--- src/rtl/aclk_alarm_bank_if.sv ---
// Alarm bank interface: slot load/enable, current time, user controls and display/ring outputs.
// master = key-entry/timekeeping side, slave = the alarm bank.
interface aclk_alarm_bank_if #(
  parameter int NUM_ALARMS = 4
);
  localparam int IDX_W = $clog2(NUM_ALARMS);

  logic             load_new_a;
  logic [IDX_W-1:0] load_idx;
  logic [3:0]       new_alarm_ms_hr;
  logic [3:0]       new_alarm_ls_hr;
  logic [3:0]       new_alarm_ms_min;
  logic [3:0]       new_alarm_ls_min;
  logic             set_en;
  logic             clr_en;

  logic [3:0]       cur_ms_hr;
  logic [3:0]       cur_ls_hr;
  logic [3:0]       cur_ms_min;
  logic [3:0]       cur_ls_min;
  logic             minute_tick;

  logic             stop_alarm;
  logic             snooze;

  logic [IDX_W-1:0] rd_idx;
  logic [3:0]       rd_ms_hr;
  logic [3:0]       rd_ls_hr;
  logic [3:0]       rd_ms_min;
  logic [3:0]       rd_ls_min;

  logic [NUM_ALARMS-1:0] slot_en;
  logic             sound_alarm;
  logic             snoozed;
  logic [IDX_W-1:0] ring_idx;

  modport master (
    output load_new_a, load_idx,
    output new_alarm_ms_hr, new_alarm_ls_hr, new_alarm_ms_min, new_alarm_ls_min,
    output set_en, clr_en,
    output cur_ms_hr, cur_ls_hr, cur_ms_min, cur_ls_min, minute_tick,
    output stop_alarm, snooze, rd_idx,
    input  rd_ms_hr, rd_ls_hr, rd_ms_min, rd_ls_min,
    input  slot_en, sound_alarm, snoozed, ring_idx
  );

  modport slave (
    input  load_new_a, load_idx,
    input  new_alarm_ms_hr, new_alarm_ls_hr, new_alarm_ms_min, new_alarm_ls_min,
    input  set_en, clr_en,
    input  cur_ms_hr, cur_ls_hr, cur_ms_min, cur_ls_min, minute_tick,
    input  stop_alarm, snooze, rd_idx,
    output rd_ms_hr, rd_ls_hr, rd_ms_min, rd_ls_min,
    output slot_en, sound_alarm, snoozed, ring_idx
  );
endinterface

--- src/rtl/aclk_alarm_bank.sv ---
// Multi-slot BCD alarm store with a shared IDLE/RING/SNOOZE ring controller.
// Slot/enable writes and ring state update on the next edge; rd_* is a combinational read mux.
module aclk_alarm_bank #(
  parameter int NUM_ALARMS = 4,
  parameter int SNOOZE_MIN = 5,
  parameter int RING_MIN   = 3
) (
  input logic             clk,
  input logic             rst,
  aclk_alarm_bank_if.slave bus
);
  localparam int IDX_W = $clog2(NUM_ALARMS);

  typedef struct packed {
    logic [3:0] ms_hr;
    logic [3:0] ls_hr;
    logic [3:0] ms_min;
    logic [3:0] ls_min;
  } bcd_time_t;

  typedef enum logic [1:0] {
    IDLE   = 2'd0,
    RING   = 2'd1,
    SNOOZE = 2'd2
  } state_t;

  bcd_time_t             slot_tm [NUM_ALARMS];
  logic [NUM_ALARMS-1:0] en_q;
  bcd_time_t             cur_tm;
  bcd_time_t             new_tm;
  bcd_time_t             rd_tm;
  bcd_time_t             snz_tgt;
  state_t                state;
  logic                  sound_q;
  logic                  snoozed_q;
  logic [IDX_W-1:0]      ring_idx_q;
  logic [5:0]            tmo_cnt;
  logic                  any_match;
  logic [IDX_W-1:0]      match_idx;

  assign cur_tm = {bus.cur_ms_hr, bus.cur_ls_hr, bus.cur_ms_min, bus.cur_ls_min};
  assign new_tm = {bus.new_alarm_ms_hr, bus.new_alarm_ls_hr,
                   bus.new_alarm_ms_min, bus.new_alarm_ls_min};

  // BCD time plus SNOOZE_MIN minutes, wrapping through midnight.
  function automatic bcd_time_t add_snooze(input bcd_time_t t);
    logic [6:0] min_bin;
    logic [6:0] hr_bin;
    logic [7:0] min_sum;
    bcd_time_t  r;
    min_bin = 7'(t.ms_min) * 7'd10 + 7'(t.ls_min);
    hr_bin  = 7'(t.ms_hr) * 7'd10 + 7'(t.ls_hr);
    min_sum = {1'b0, min_bin} + 8'(SNOOZE_MIN);
    if (min_sum >= 8'd60) begin
      min_sum = min_sum - 8'd60;
      hr_bin  = hr_bin + 7'd1;
    end
    if (hr_bin >= 7'd24) begin
      hr_bin = hr_bin - 7'd24;
    end
    min_bin  = min_sum[6:0];
    r.ms_min = 4'(min_bin / 7'd10);
    r.ls_min = 4'(min_bin % 7'd10);
    r.ms_hr  = 4'(hr_bin / 7'd10);
    r.ls_hr  = 4'(hr_bin % 7'd10);
    return r;
  endfunction

  // Slot store and enable bits; compare logic below sees the pre-write values.
  always_ff @(posedge clk or posedge rst) begin
    if (rst) begin
      for (int k = 0; k < NUM_ALARMS; k++) begin
        slot_tm[k] <= '0;
      end
      en_q <= '0;
    end else begin
      for (int k = 0; k < NUM_ALARMS; k++) begin
        if (bus.load_idx == IDX_W'(k)) begin
          if (bus.load_new_a) begin
            slot_tm[k] <= new_tm;
          end
          if (bus.clr_en) begin
            en_q[k] <= 1'b0;
          end else if (bus.set_en) begin
            en_q[k] <= 1'b1;
          end
        end
      end
    end
  end

  // Descending scan so the lowest matching slot index wins.
  always_comb begin
    any_match = 1'b0;
    match_idx = '0;
    for (int k = NUM_ALARMS - 1; k >= 0; k--) begin
      if (bus.minute_tick && en_q[k] && (slot_tm[k] == cur_tm)) begin
        any_match = 1'b1;
        match_idx = IDX_W'(k);
      end
    end
  end

  always_comb begin
    rd_tm = '0;
    for (int k = 0; k < NUM_ALARMS; k++) begin
      if (bus.rd_idx == IDX_W'(k)) begin
        rd_tm = slot_tm[k];
      end
    end
  end

  // Ring controller. Priority within RING: stop > snooze > timeout; matches only act from IDLE.
  always_ff @(posedge clk or posedge rst) begin
    if (rst) begin
      state      <= IDLE;
      sound_q    <= 1'b0;
      snoozed_q  <= 1'b0;
      ring_idx_q <= '0;
      snz_tgt    <= '0;
      tmo_cnt    <= '0;
    end else begin
      case (state)
        IDLE: begin
          if (any_match) begin
            state      <= RING;
            sound_q    <= 1'b1;
            ring_idx_q <= match_idx;
            tmo_cnt    <= '0;
          end
        end
        RING: begin
          if (bus.stop_alarm) begin
            state   <= IDLE;
            sound_q <= 1'b0;
          end else if (bus.snooze) begin
            state     <= SNOOZE;
            sound_q   <= 1'b0;
            snoozed_q <= 1'b1;
            snz_tgt   <= add_snooze(cur_tm);
          end else if (bus.minute_tick) begin
            tmo_cnt <= tmo_cnt + 6'd1;
            if (tmo_cnt == 6'(RING_MIN - 1)) begin
              state   <= IDLE;
              sound_q <= 1'b0;
            end
          end
        end
        SNOOZE: begin
          if (bus.stop_alarm) begin
            state     <= IDLE;
            snoozed_q <= 1'b0;
          end else if (bus.minute_tick && (cur_tm == snz_tgt)) begin
            state     <= RING;
            sound_q   <= 1'b1;
            snoozed_q <= 1'b0;
            tmo_cnt   <= '0;
          end
        end
        default: begin
          state     <= IDLE;
          sound_q   <= 1'b0;
          snoozed_q <= 1'b0;
        end
      endcase
    end
  end

  assign bus.rd_ms_hr    = rd_tm.ms_hr;
  assign bus.rd_ls_hr    = rd_tm.ls_hr;
  assign bus.rd_ms_min   = rd_tm.ms_min;
  assign bus.rd_ls_min   = rd_tm.ls_min;
  assign bus.slot_en     = en_q;
  assign bus.sound_alarm = sound_q;
  assign bus.snoozed     = snoozed_q;
  assign bus.ring_idx    = ring_idx_q;

endmodule

--- src/flat_wrapper.sv ---
// flat-port wrapper written by rule: the top's interface ports become plain ports
module aclk_alarm_bank_flat 
#(
  parameter int NUM_ALARMS = 4,
  parameter int SNOOZE_MIN = 5,
  parameter int RING_MIN   = 3
)
  (clk, rst, bus_load_new_a, bus_load_idx, bus_new_alarm_ms_hr, bus_new_alarm_ls_hr, bus_new_alarm_ms_min, bus_new_alarm_ls_min, bus_set_en, bus_clr_en, bus_cur_ms_hr, bus_cur_ls_hr, bus_cur_ms_min, bus_cur_ls_min, bus_minute_tick, bus_stop_alarm, bus_snooze, bus_rd_idx, bus_rd_ms_hr, bus_rd_ls_hr, bus_rd_ms_min, bus_rd_ls_min, bus_slot_en, bus_sound_alarm, bus_snoozed, bus_ring_idx);
  aclk_alarm_bank_if #(.NUM_ALARMS(NUM_ALARMS)) bus_i ();
  input logic clk;
  input logic rst;
  input wire logic [$bits(bus_i.load_new_a)-1:0] bus_load_new_a;
  input wire logic [$bits(bus_i.load_idx)-1:0] bus_load_idx;
  input wire logic [$bits(bus_i.new_alarm_ms_hr)-1:0] bus_new_alarm_ms_hr;
  input wire logic [$bits(bus_i.new_alarm_ls_hr)-1:0] bus_new_alarm_ls_hr;
  input wire logic [$bits(bus_i.new_alarm_ms_min)-1:0] bus_new_alarm_ms_min;
  input wire logic [$bits(bus_i.new_alarm_ls_min)-1:0] bus_new_alarm_ls_min;
  input wire logic [$bits(bus_i.set_en)-1:0] bus_set_en;
  input wire logic [$bits(bus_i.clr_en)-1:0] bus_clr_en;
  input wire logic [$bits(bus_i.cur_ms_hr)-1:0] bus_cur_ms_hr;
  input wire logic [$bits(bus_i.cur_ls_hr)-1:0] bus_cur_ls_hr;
  input wire logic [$bits(bus_i.cur_ms_min)-1:0] bus_cur_ms_min;
  input wire logic [$bits(bus_i.cur_ls_min)-1:0] bus_cur_ls_min;
  input wire logic [$bits(bus_i.minute_tick)-1:0] bus_minute_tick;
  input wire logic [$bits(bus_i.stop_alarm)-1:0] bus_stop_alarm;
  input wire logic [$bits(bus_i.snooze)-1:0] bus_snooze;
  input wire logic [$bits(bus_i.rd_idx)-1:0] bus_rd_idx;
  output wire logic [$bits(bus_i.rd_ms_hr)-1:0] bus_rd_ms_hr;
  output wire logic [$bits(bus_i.rd_ls_hr)-1:0] bus_rd_ls_hr;
  output wire logic [$bits(bus_i.rd_ms_min)-1:0] bus_rd_ms_min;
  output wire logic [$bits(bus_i.rd_ls_min)-1:0] bus_rd_ls_min;
  output wire logic [$bits(bus_i.slot_en)-1:0] bus_slot_en;
  output wire logic [$bits(bus_i.sound_alarm)-1:0] bus_sound_alarm;
  output wire logic [$bits(bus_i.snoozed)-1:0] bus_snoozed;
  output wire logic [$bits(bus_i.ring_idx)-1:0] bus_ring_idx;
  assign bus_i.load_new_a = bus_load_new_a;
  assign bus_i.load_idx = bus_load_idx;
  assign bus_i.new_alarm_ms_hr = bus_new_alarm_ms_hr;
  assign bus_i.new_alarm_ls_hr = bus_new_alarm_ls_hr;
  assign bus_i.new_alarm_ms_min = bus_new_alarm_ms_min;
  assign bus_i.new_alarm_ls_min = bus_new_alarm_ls_min;
  assign bus_i.set_en = bus_set_en;
  assign bus_i.clr_en = bus_clr_en;
  assign bus_i.cur_ms_hr = bus_cur_ms_hr;
  assign bus_i.cur_ls_hr = bus_cur_ls_hr;
  assign bus_i.cur_ms_min = bus_cur_ms_min;
  assign bus_i.cur_ls_min = bus_cur_ls_min;
  assign bus_i.minute_tick = bus_minute_tick;
  assign bus_i.stop_alarm = bus_stop_alarm;
  assign bus_i.snooze = bus_snooze;
  assign bus_i.rd_idx = bus_rd_idx;
  assign bus_rd_ms_hr = bus_i.rd_ms_hr;
  assign bus_rd_ls_hr = bus_i.rd_ls_hr;
  assign bus_rd_ms_min = bus_i.rd_ms_min;
  assign bus_rd_ls_min = bus_i.rd_ls_min;
  assign bus_slot_en = bus_i.slot_en;
  assign bus_sound_alarm = bus_i.sound_alarm;
  assign bus_snoozed = bus_i.snoozed;
  assign bus_ring_idx = bus_i.ring_idx;
  aclk_alarm_bank #(.NUM_ALARMS(NUM_ALARMS), .SNOOZE_MIN(SNOOZE_MIN), .RING_MIN(RING_MIN)) u_core (.clk(clk), .rst(rst), .bus(bus_i));
endmodule
--- config.mk ---
export PLATFORM = sky130hd
export DESIGN_NAME = aclk_alarm_bank_flat
export DESIGN_NICKNAME = d
export VERILOG_FILES = /design/src/rtl/aclk_alarm_bank_if.sv /design/src/rtl/aclk_alarm_bank.sv /design/src/flat_wrapper.sv
export SDC_FILE = /design/constraint.sdc
export NUM_CORES = 1
export LEC_CHECK = 0
export ABC_CLOCK_PERIOD_IN_PS = 3700
export CAP_MARGIN = 20
export CORE_MARGIN = 3
export CORE_UTILIZATION = 30
export DETAILED_ROUTE_END_ITERATION = 8
export GPL_TIMING_DRIVEN = 0
export SLEW_MARGIN = 20
export SYNTH_ARGS = -nofsm -noshare
export SYNTH_HDL_FRONTEND = slang
export SYNTH_SLANG_ARGS = --single-unit
--- constraint.sdc ---
create_clock -name clk -period 3.7 [get_ports clk]
set_input_delay 0.74 -clock clk [delete_from_list [all_inputs] [get_ports clk]]
set_output_delay 0.74 -clock clk [all_outputs]
set_load 0.01 [all_outputs]
==> impl_metrics.csv, run 1 <==
group,metric,value,unit
grt,grt_antenna_before_repair,0,
critical_path,r2r_end,"u_core.tmo_cnt[1]",
clocking,cts_made_buffers,9,
synth,synth_cell_type_count,80,
synth,ys_seq_area_share,33.90,%
clocking,cts_buffer_depth,2,
critical_path,regToRegStartpoint,"u_core.slot_tm[2]",
timing,fin_crit_sh,153.1,%
routing,drt_iter0_drc,359,
power,p_per_area,637.2,nW/um^2
floorplan,fp.dieW,159.7,um
synth,synthTopCellsByCount,"dfrtp_1, mux2_2, xor2_1",
clocking,cts_tree,"yes",
critical_path,criticalPathCategory,"input port to flop",
clocking,root_buffer,"clkbuf_16",
timing,post-route-min-period,5.664,ns
synth,post-synth-top-count-cell,"dfrtp_1",
timing,clock.fmax,0.1765,GHz
synth,synth.ff_latch_count,96,
clocking,htree_levels,3,
placed_design,port_buffers,65,
power,power_leakage,0.003684,uW
timing,fin_ws,-1.964,ns
grt,grt_use_total,15.29,%
routing,wirelength,19840,um
routing,antenna_left,0,
synth,synth_top_cell_by_area,"dfrtp_1",
routing,vias,5773,
timing,max-slew-margin-rel,42.20,%
grt,grt_pass1_vias,5747,
synth,synthFlopType,"dfrtp_1",
synth,synthArstFlopShare,100.0,%
timing,tightestPinTransition,0.8608,ns
critical_path,worstPathArrival,5.89,ns
clocking,insertion_delay,0.35,ns
synth,synthCells,684,
layout,antenna_cells,0,
power,power,5934,uW
run,maxCapViolations,0,
timing,slew_violations,0,
layout,design_area,9314,um^2
routing,wire_per_inst,17.67,um
critical_path,r2r_slack,0.98,ns
synth,synthTopCellsByArea,"dfrtp_1, mux2_2, xor2_1",
min_path,hold_class,"flop to flop",
synth,syn_area,7086,um^2
min_path,hold_path_end,"u_core.snz_tgt[5]",
floorplan,num_rows,55,
timing,final-setup-viol-count,14,
min_path,hold_depth,2,
routing,drcViolationCount,0,
placed_design,gp_congestion,0.8384,
critical_path,start_kind,"input port",
synth,syn_area_per_cell,10.36,um^2
status,violations,"setup timing",
routing,dr.pass1.iters,5,
floorplan,fp.coreArea,22920,um^2
layout,drive_gt1_share,30.25,%
timing,hold_viol_final,0,
grt,grt_pass1_wl,31680,um
status,status,"finished, violations left",
floorplan,dieArea,25500,um^2
grt,overflow,0,
synth,synth-edff-count,0,
timing,clock_skew,0.009346,ns
clocking,cts.sinks,96,
floorplan,initial_utilization,30.92,%
synth,yosysTopAreaCellShare,33.90,%
power,ir_drop,0.2417,mV
grt,grt_max_degree,80,
placed_design,placed_area,8334,um^2
min_path,hp-start,"u_core.snz_tgt[5]",
routing,vias_per_cell,5.141,
timing,rsz0062_at_grt,"true",
placed_design,dp_hpwl,14390,um
clocking,ctsHoldBuffers,0,
layout,fin_nets,876,
critical_path,rr_worst_depth,8,
floorplan,die_h,159.7,um
clocking,path_clk_slew,0.07,ns
critical_path,cp_data_required_time,3.93,ns
synth,synth_nets,755,
critical_path,critPathMaxFanout,5,
critical_path,end_kind,"flop",
synth,ys_warn_count,0,
floorplan,ioPinCount,68,
layout,area_delta_synth_final,31.45,%
[final cells by class]
cell class	count	area, um^2
Tap cell	313	391.6
Clock buffer	9	225.2
Inverter	15	61.31
Clock inverter	7	62.56
Buffer	31	141.4
Fill cell	2193	13600
Multi-Input combinational cell	542	5000
Sequential cell	96	2402
Timing Repair Buffer	110	1030
[per-stage QoR]
| step | hold WS [ns] | worst slack, ns | utilization (%) | instances | setup TNS [ns] |
|---|---|---|---|---|---|
| finish | 0.5037 | -1.964 | 40.64 | 1123 | -16.18 |
| floorplan | 0.4631 | -2.166 | - | 684 | -17.46 |
| CTS | 0.5086 | -1.892 | 39.92 | 1114 | -14.99 |
| detailed placement | 0.4887 | -3.346 | 36.37 | 1063 | -36.65 |
| global route | 0.5342 | -2.168 | 40.64 | 1123 | -18.95 |
| global placement | 0.4813 | -3.317 | 36.23 | 1062 | -147.65 |
[registers in the layout, summed over array words and instances, names as in the netlist]
| register | count |
|---|---|
| u_core.bus.ring_idx | 2 |
| u_core.bus.slot_en | 4 |
| u_core.bus.snoozed | 1 |
| u_core.bus.sound_alarm | 1 |
| u_core.slot_tm | 64 |
| u_core.snz_tgt | 16 |
| u_core.state | 2 |
| u_core.tmo_cnt | 6 |
[kinds of logic (layout without fill, tap and decap cells)]
family	after synthesis	after routing	synth area share (%)
and+or+nand+nor	196	196	14.29
xor gates and xnor gates	117	117	15.73
AOI/OAI and AO/OA	112	112	11.55
DFF	96	96	33.90
muxes	90	90	16.83
buffers and inverters	46	172	2.507
adders and majority gates	27	27	5.192
[worst max-delay path, stage by stage]
cell and delay [ns]:
buf_8 0.10, ha_4 0.26, ha_4 0.12, inv_2 0.03, fa_2 0.55, and2b_1 0.20
a32oi_4 0.26, xor2_2 0.21, o31ai_4 0.09, a22o_4 0.26, o21ai_4 0.22, xnor2_4 0.15
inv_2 0.08, ha_4 0.18, a211oi_4 0.20, nor4b_4 0.27, buf_4 0.16, a31o_4 0.15
nor3_4 0.06, mux2_4 0.30, o22ai_4 0.17, o2bb2ai_4 0.16, ha_4 0.18, nand3_2 0.06
o22a_1 0.25, and3_4 0.19, a221o_1 0.29
[worst max-delay path by stage]
stage / start / endpoint / slack [ns] / cells after the start
floorplan: bus_cur_ms_min[3] / u_core.snz_tgt[9] / -2.17 / 25
global placement: bus_cur_ms_min[1] / u_core.snz_tgt[9] / -3.32 / 26
detailed placement: bus_cur_ms_min[1] / u_core.snz_tgt[9] / -3.35 / 26
CTS: bus_cur_ms_min[1] / u_core.snz_tgt[9] / -1.89 / 26
global route: bus_cur_ms_min[1] / u_core.snz_tgt[9] / -2.17 / 27
finish: bus_cur_ms_min[1] / u_core.snz_tgt[9] / -1.96 / 27
[timing repair]
| item | CTS | global route |
|---|---|---|
| gates resized for setup | 68 | 28 |
| buffers inserted | 35 | 9 |
| setup endpoints to repair | 25 | 28 |
| pin swaps | 28 | 22 |
[report_power, final]
group          total, uW  internal [uW]  leakage (uW)  switching, uW
registers           1530           1300       0.00116            232
logic               3490           1700       0.00238           1780
clock network        917            471      0.000144            446
total               5930           3470       0.00368           2460
[routing by layer]
metal	global-route usage (%)	wire, um	vias up	part of all wire (%)
met5	0	0	-	0
met4	3.621	397	0	2.0
met3	2.620	732	19	3.7
met2	24.76	9368	132	47
met1	21.38	9344	2888	47
li1	-	-	2734	-
[cell usage in the layout, fill, tap and decap left out, types with 21 or more instances in the layout]
cell type	instances
clkdlybuf4s50_1	59
buf_4	39
xnor2_1	36
a21oi_1	21
xor2_1	63
nand2_1	36
mux2_2	66
clkbuf_1	21
dfrtp_1	96
nor2_1	40
Note: power is estimated with default switching activity, not from simulation.
==> inputs of run 2 (changes only) <==
--- a/config.mk
+++ b/config.mk
@@ -11,6 +11,7 @@
 export CORE_UTILIZATION = 30
 export DETAILED_ROUTE_END_ITERATION = 8
 export GPL_TIMING_DRIVEN = 0
+export SKIP_CTS_REPAIR_TIMING = 1
 export SLEW_MARGIN = 20
 export SYNTH_ARGS = -nofsm -noshare
 export SYNTH_HDL_FRONTEND = slang
==> impl_metrics.csv, run 2 (synthesis gave the netlist of run 1 again) <==
group,metric,value,unit
status,status,"finished, violations left",
status,violations,"setup timing",
run,maxCapViolations,0,
power,p_int,3418,uW
power,p_sw,2391,uW
clocking,root_buffer,"clkbuf_16",
power,p_clk_share,15.8,%
clocking,cts_buffer_depth,2,
grt,grt_use_total,14.58,%
clocking,path_clk_slew,0.07,ns
floorplan,fp.dieW,159.7,um
layout,area_delta_synth_final,31.20,%
timing,clock_skew,0.009768,ns
placed_design,gp_congestion,0.8384,
critical_path,start_kind,"input port",
floorplan,die_h,159.7,um
layout,antenna_cells,0,
clocking,htree_levels,3,
power,p_comb_share,57.8,%
routing,antenna_left,0,
grt,grt_max_degree,80,
critical_path,regToRegStartpoint,"u_core.slot_tm[2]",
routing,drt_iter0_drc,405,
floorplan,initial_utilization,30.92,%
power,p_per_area,624.8,nW/um^2
grt,grt_antenna_before_repair,0,
timing,fin_ws,-2.137,ns
floorplan,fp.coreArea,22920,um^2
layout,fillerInstances,2188,
placed_design,port_buffers,65,
timing,tightestPinTransition,0.8636,ns
clocking,cts_made_buffers,9,
layout,drive_gt1_share,29.78,%
timing,final-setup-viol-count,13,
critical_path,cp_data_required_time,3.93,ns
routing,dr.pass1.iters,5,
layout,fin_util,40.57,%
critical_path,r2r_end,"u_core.tmo_cnt[1]",
min_path,hold_class,"flop to flop",
critical_path,critical_path_buf_inv_count,4,
critical_path,criticalPathCategory,"input port to flop",
critical_path,cpMostUsedCell,"ha_4",
layout,final_common_cell,"dfrtp_1",
timing,post-route-min-period,5.837,ns
floorplan,ioPinCount,68,
timing,hold_viol_final,0,
power,seqPwrFrac,26.4,%
power,power_leakage,0.003701,uW
layout,largest_reg_flops,64,
critical_path,slowest_delay,0.55,ns
timing,fin_crit_sh,157.7,%
layout,final_cell_mix,"dfrtp_1, mux2_2, xor2_1",
routing,vias_per_cell,5.072,
grt,overflow,0,
floorplan,dieArea,25500,um^2
timing,clock.fmax,0.1713,GHz
critical_path,rr_worst_depth,8,
placed_design,place_worst_setup_slack,-3.346,ns
routing,drcViolationCount,0,
timing,rsz0062_at_grt,"true",
placed_design,dp_hpwl,14390,um
min_path,hp-start,"u_core.snz_tgt[5]",
critical_path,slowest_stage,"fa_2",
timing,slew_violations,0,
critical_path,critPathMaxFanout,6,
min_path,hold_path_end,"u_core.snz_tgt[5]",
layout,largest_register,"u_core.slot_tm",
power,power,5809,uW
layout,fin_nets,872,
critical_path,end_kind,"flop",
power,ir_drop,0.2437,mV
layout,top_regs,"u_core.slot_tm: 64 flops, u_core.snz_tgt: 16 flops, u_core.tmo_cnt: 6 flops",
timing,timing.hold.ws,0.5039,ns
grt,grt_pass1_vias,5473,
clocking,insertion_delay,0.35,ns
grt,grt_pass1_wl,30190,um
routing,wirelength,19420,um
clocking,cts.sinks,96,
critical_path,critPathTopFamily,"compound AO/OA/AOI/OAI gates",
routing,vias,5676,
critical_path,r2r_slack,1.00,ns
routing,wire_per_inst,17.35,um
timing,max-slew-margin-rel,42.02,%
floorplan,num_rows,55,
min_path,hold_depth,2,
power,switching_share,41.16,%
critical_path,worstPathArrival,6.07,ns
clocking,cts_tree,"yes",
-- run 2: tightest hold or removal path, delay by kind of cell (launching register included) --
family	cells	cell delay (ns)
DFF	1	0.36
AOI/OAI and AO/OA	1	0.06
and+or+nand+nor	1	0.05
-- run 2: worst max path at each step --
stage,startpoint,endpoint,slack (ns),cells past startpoint
floorplan,bus_cur_ms_min[3],u_core.snz_tgt[9],-2.17,25
global placement,bus_cur_ms_min[1],u_core.snz_tgt[9],-3.32,26
detailed placement,bus_cur_ms_min[1],u_core.snz_tgt[9],-3.35,26
CTS,bus_cur_ms_min[1],u_core.snz_tgt[9],-3.01,26
global route,bus_cur_ms_min[1],u_core.snz_tgt[9],-2.38,27
finish,bus_cur_ms_min[1],u_core.snz_tgt[9],-2.14,27
-- run 2: through the flow --
step | std cells | TNS (ns) | cell area [um^2]
floorplan | 684 | -17.46 | 7259
global placement | 1062 | -147.65 | 8302
detailed placement | 1063 | -36.65 | 8334
CTS | 1079 | -29.96 | 8622
global route | 1119 | -19.06 | 9296
finish | 1119 | -16.12 | 9296
-- run 2: layout make-up --
class / instances / area, um^2 / area share [%]
Buffer: 31 / 128.9 / 1.386
Clock buffer: 9 / 225.2 / 2.423
Clock inverter: 7 / 62.56 / 0.6729
Inverter: 15 / 63.81 / 0.6864
Multi-Input combinational cell: 542 / 4997 / 53.75
Sequential cell: 96 / 2402 / 25.84
Tap cell: 313 / 391.6 / 4.213
Timing Repair Buffer: 106 / 1025 / 11.02
-- run 2: routing by layer --
layer / track usage, % / vias up / wire [um]
met1: 21.02 / 2804 / 9230
met2: 23.20 / 135 / 9138
met4: 2.905 / 0 / 290
met3: 2.387 / 16 / 759
li1: - / 2721 / -
met5: 0 / - / 0
-- run 2: power by group through the flow --
stage / registers, uW / clock network [uW] / logic (uW)
floorplan: 1490 / 0 / 2030
global placement: 1540 / 0 / 2620
detailed placement: 1550 / 0 / 2650
CTS: 1530 / 933 / 2670
global route: 1560 / 972 / 3640
finish: 1530 / 918 / 3360
==> inputs of run 3 (changes only) <==
--- a/config.mk
+++ b/config.mk
@@ -8,11 +8,10 @@
 export ABC_CLOCK_PERIOD_IN_PS = 3700
 export CAP_MARGIN = 20
 export CORE_MARGIN = 3
-export CORE_UTILIZATION = 30
+export CORE_UTILIZATION = 35
 export DETAILED_ROUTE_END_ITERATION = 8
 export GPL_TIMING_DRIVEN = 0
 export SKIP_CTS_REPAIR_TIMING = 1
-export SLEW_MARGIN = 20
 export SYNTH_ARGS = -nofsm -noshare
 export SYNTH_HDL_FRONTEND = slang
 export SYNTH_SLANG_ARGS = --single-unit
==> impl_metrics.csv, run 3 (synthesis gave the netlist of run 1 again) <==
group,metric,value,unit
layout,largest_register,"u_core.slot_tm",
critical_path,critPathMaxFanout,6,
clocking,cts_tree,"yes",
routing,top_layer,"met4",
routing,antenna_left,0,
placed_design,place_worst_setup_slack,-3.417,ns
critical_path,worstPathArrival,6.09,ns
floorplan,fp.coreArea,19650,um^2
critical_path,slowest_delay,0.58,ns
critical_path,slowest_stage,"fa_2",
placed_design,port_buffers,65,
routing,wl_met3,1045,um
grt,grt_pass1_wl,30100,um
floorplan,dieArea,21990,um^2
timing,clock.fmax,0.1708,GHz
routing,wl_met1,9124,um
critical_path,cp_data_required_time,3.94,ns
floorplan,die_h,148.3,um
layout,design_area,9319,um^2
critical_path,end_kind,"flop",
grt,grt_use_total,17.30,%
floorplan,ioPinCount,68,
critical_path,criticalPathCategory,"input port to flop",
routing,wirelength,19440,um
placed_design,dp_hpwl,14590,um
routing,wire_per_inst,18.10,um
grt,grt_antenna_before_repair,0,
timing,fin_crit_sh,158.2,%
min_path,hold_class,"flop to flop",
routing,vias_per_cell,5.326,
timing,fin_ws,-2.154,ns
power,p_per_area,639.7,nW/um^2
routing,drt_iter0_drc,314,
layout,largest_reg_flops,64,
power,ir_drop,0.2562,mV
timing,tns,-17.23,ns
floorplan,num_rows,51,
timing,clock_skew,0.006404,ns
placed_design,gp_congestion,0.8623,
layout,final_cell_mix,"dfrtp_1, mux2_2, xor2_1",
placed_design,placed_area,8272,um^2
critical_path,cpMostUsedCell,"ha_4",
run,maxCapViolations,0,
timing,slew_violations,0,
timing,max-slew-margin-rel,40.89,%
layout,drive_gt1_share,30.90,%
layout,fin_nets,875,
floorplan,fp.dieW,148.3,um
grt,overflow,0,
clocking,cts_made_buffers,9,
routing,drcViolationCount,0,
timing,hold_viol_final,0,
timing,rsz0062_at_grt,"true",
timing,final-setup-viol-count,13,
floorplan,initial_utilization,36.05,%
critical_path,start_kind,"input port",
clocking,htree_levels,3,
clocking,cts_buffer_depth,2,
grt,grt_max_degree,56,
clocking,root_buffer,"clkbuf_16",
clocking,cts.sinks,96,
timing,post-route-min-period,5.854,ns
routing,wl_met2,8994,um
status,violations,"setup timing",
layout,antenna_cells,0,
layout,area_delta_synth_final,31.52,%
routing,vias,5720,
routing,dr.pass1.iters,5,
timing,tightestPinTransition,0.8803,ns
grt,grt_pass1_vias,5396,
layout,top_regs,"u_core.slot_tm: 64 flops, u_core.snz_tgt: 16 flops, u_core.tmo_cnt: 6 flops",
timing,timing.hold.ws,0.5039,ns
clocking,path_clk_slew,0.06,ns
layout,final_common_cell,"dfrtp_1",
status,status,"finished, violations left",
clocking,insertion_delay,0.35,ns
power,power_leakage,0.003732,uW
power,power,5961,uW
run 3: cell count changes in the layout (fill, tap and decap cells not counted), moves of 2 or more:
cell,previous run,this run
a21oi_1,22,20
a21oi_2,2,4
buf_12,3,1
buf_4,36,40
bufinv_16,0,2
clkinv_4,3,1
inv_6,2,0
inv_8,2,0
o21ai_0,20,17
xnor2_1,37,34
xnor2_2,4,7
run 3: report_power, final:
group	internal, uW	switching (uW)
Sequential	1300	233
Clock	593	409
Combinational	1660	1760
run 3: through the flow:
step                      utilization (%)  instances
after floorplan                         -        684
final                               47.42       1074
after global routing                47.42       1074
after global placement              41.93       1014
after CTS                           43.68       1031
after detailed placement            42.09       1015
run 3: final timing paths:
check | start | endpoint | slack [ns] | cells past startpoint
max in group asynchronous | rst | u_core.snz_tgt[8] | 2.23 | 3
worst min register to register | u_core.snz_tgt[0] | u_core.snz_tgt[0] | 0.50 | 2
min in group asynchronous | rst | u_core.bus.slot_en[3] | 0.80 | 2
worst min-delay path | u_core.snz_tgt[0] | u_core.snz_tgt[0] | 0.50 | 2
worst max-delay path | bus_cur_ms_min[1] | u_core.snz_tgt[9] | -2.15 | 26
worst max register to register | u_core.slot_tm[5] | u_core.tmo_cnt[1] | 0.89 | 8
run 3: worst max-delay path, delay by kind of cell:
family	cells	cell delay, ns
AOI/OAI and AO/OA	11	2.39
buffers and inverters	3	0.19
xor gates and xnor gates	2	0.37
adders and majority gates	5	1.34
and+or+nand+nor	5	1.05
run 3: layer usage:
layer	global-route usage (%)	up-vias
li1	-	2731
met1	25.47	2849
met2	26.10	124
met3	4.113	16
met4	3.510	0
met5	0	-
run 3: final cells by class:
cell class | instances | area, um^2
clock buffers | 11 | 232.7
clock inverters | 5 | 81.33
flip-flops and latches | 96 | 2402
well taps | 265 | 331.6
fillers | 1879 | 10330
plain buffers | 31 | 130.1
repair buffers | 109 | 1031
multi-input cells | 542 | 5049
inverters | 15 | 61.31
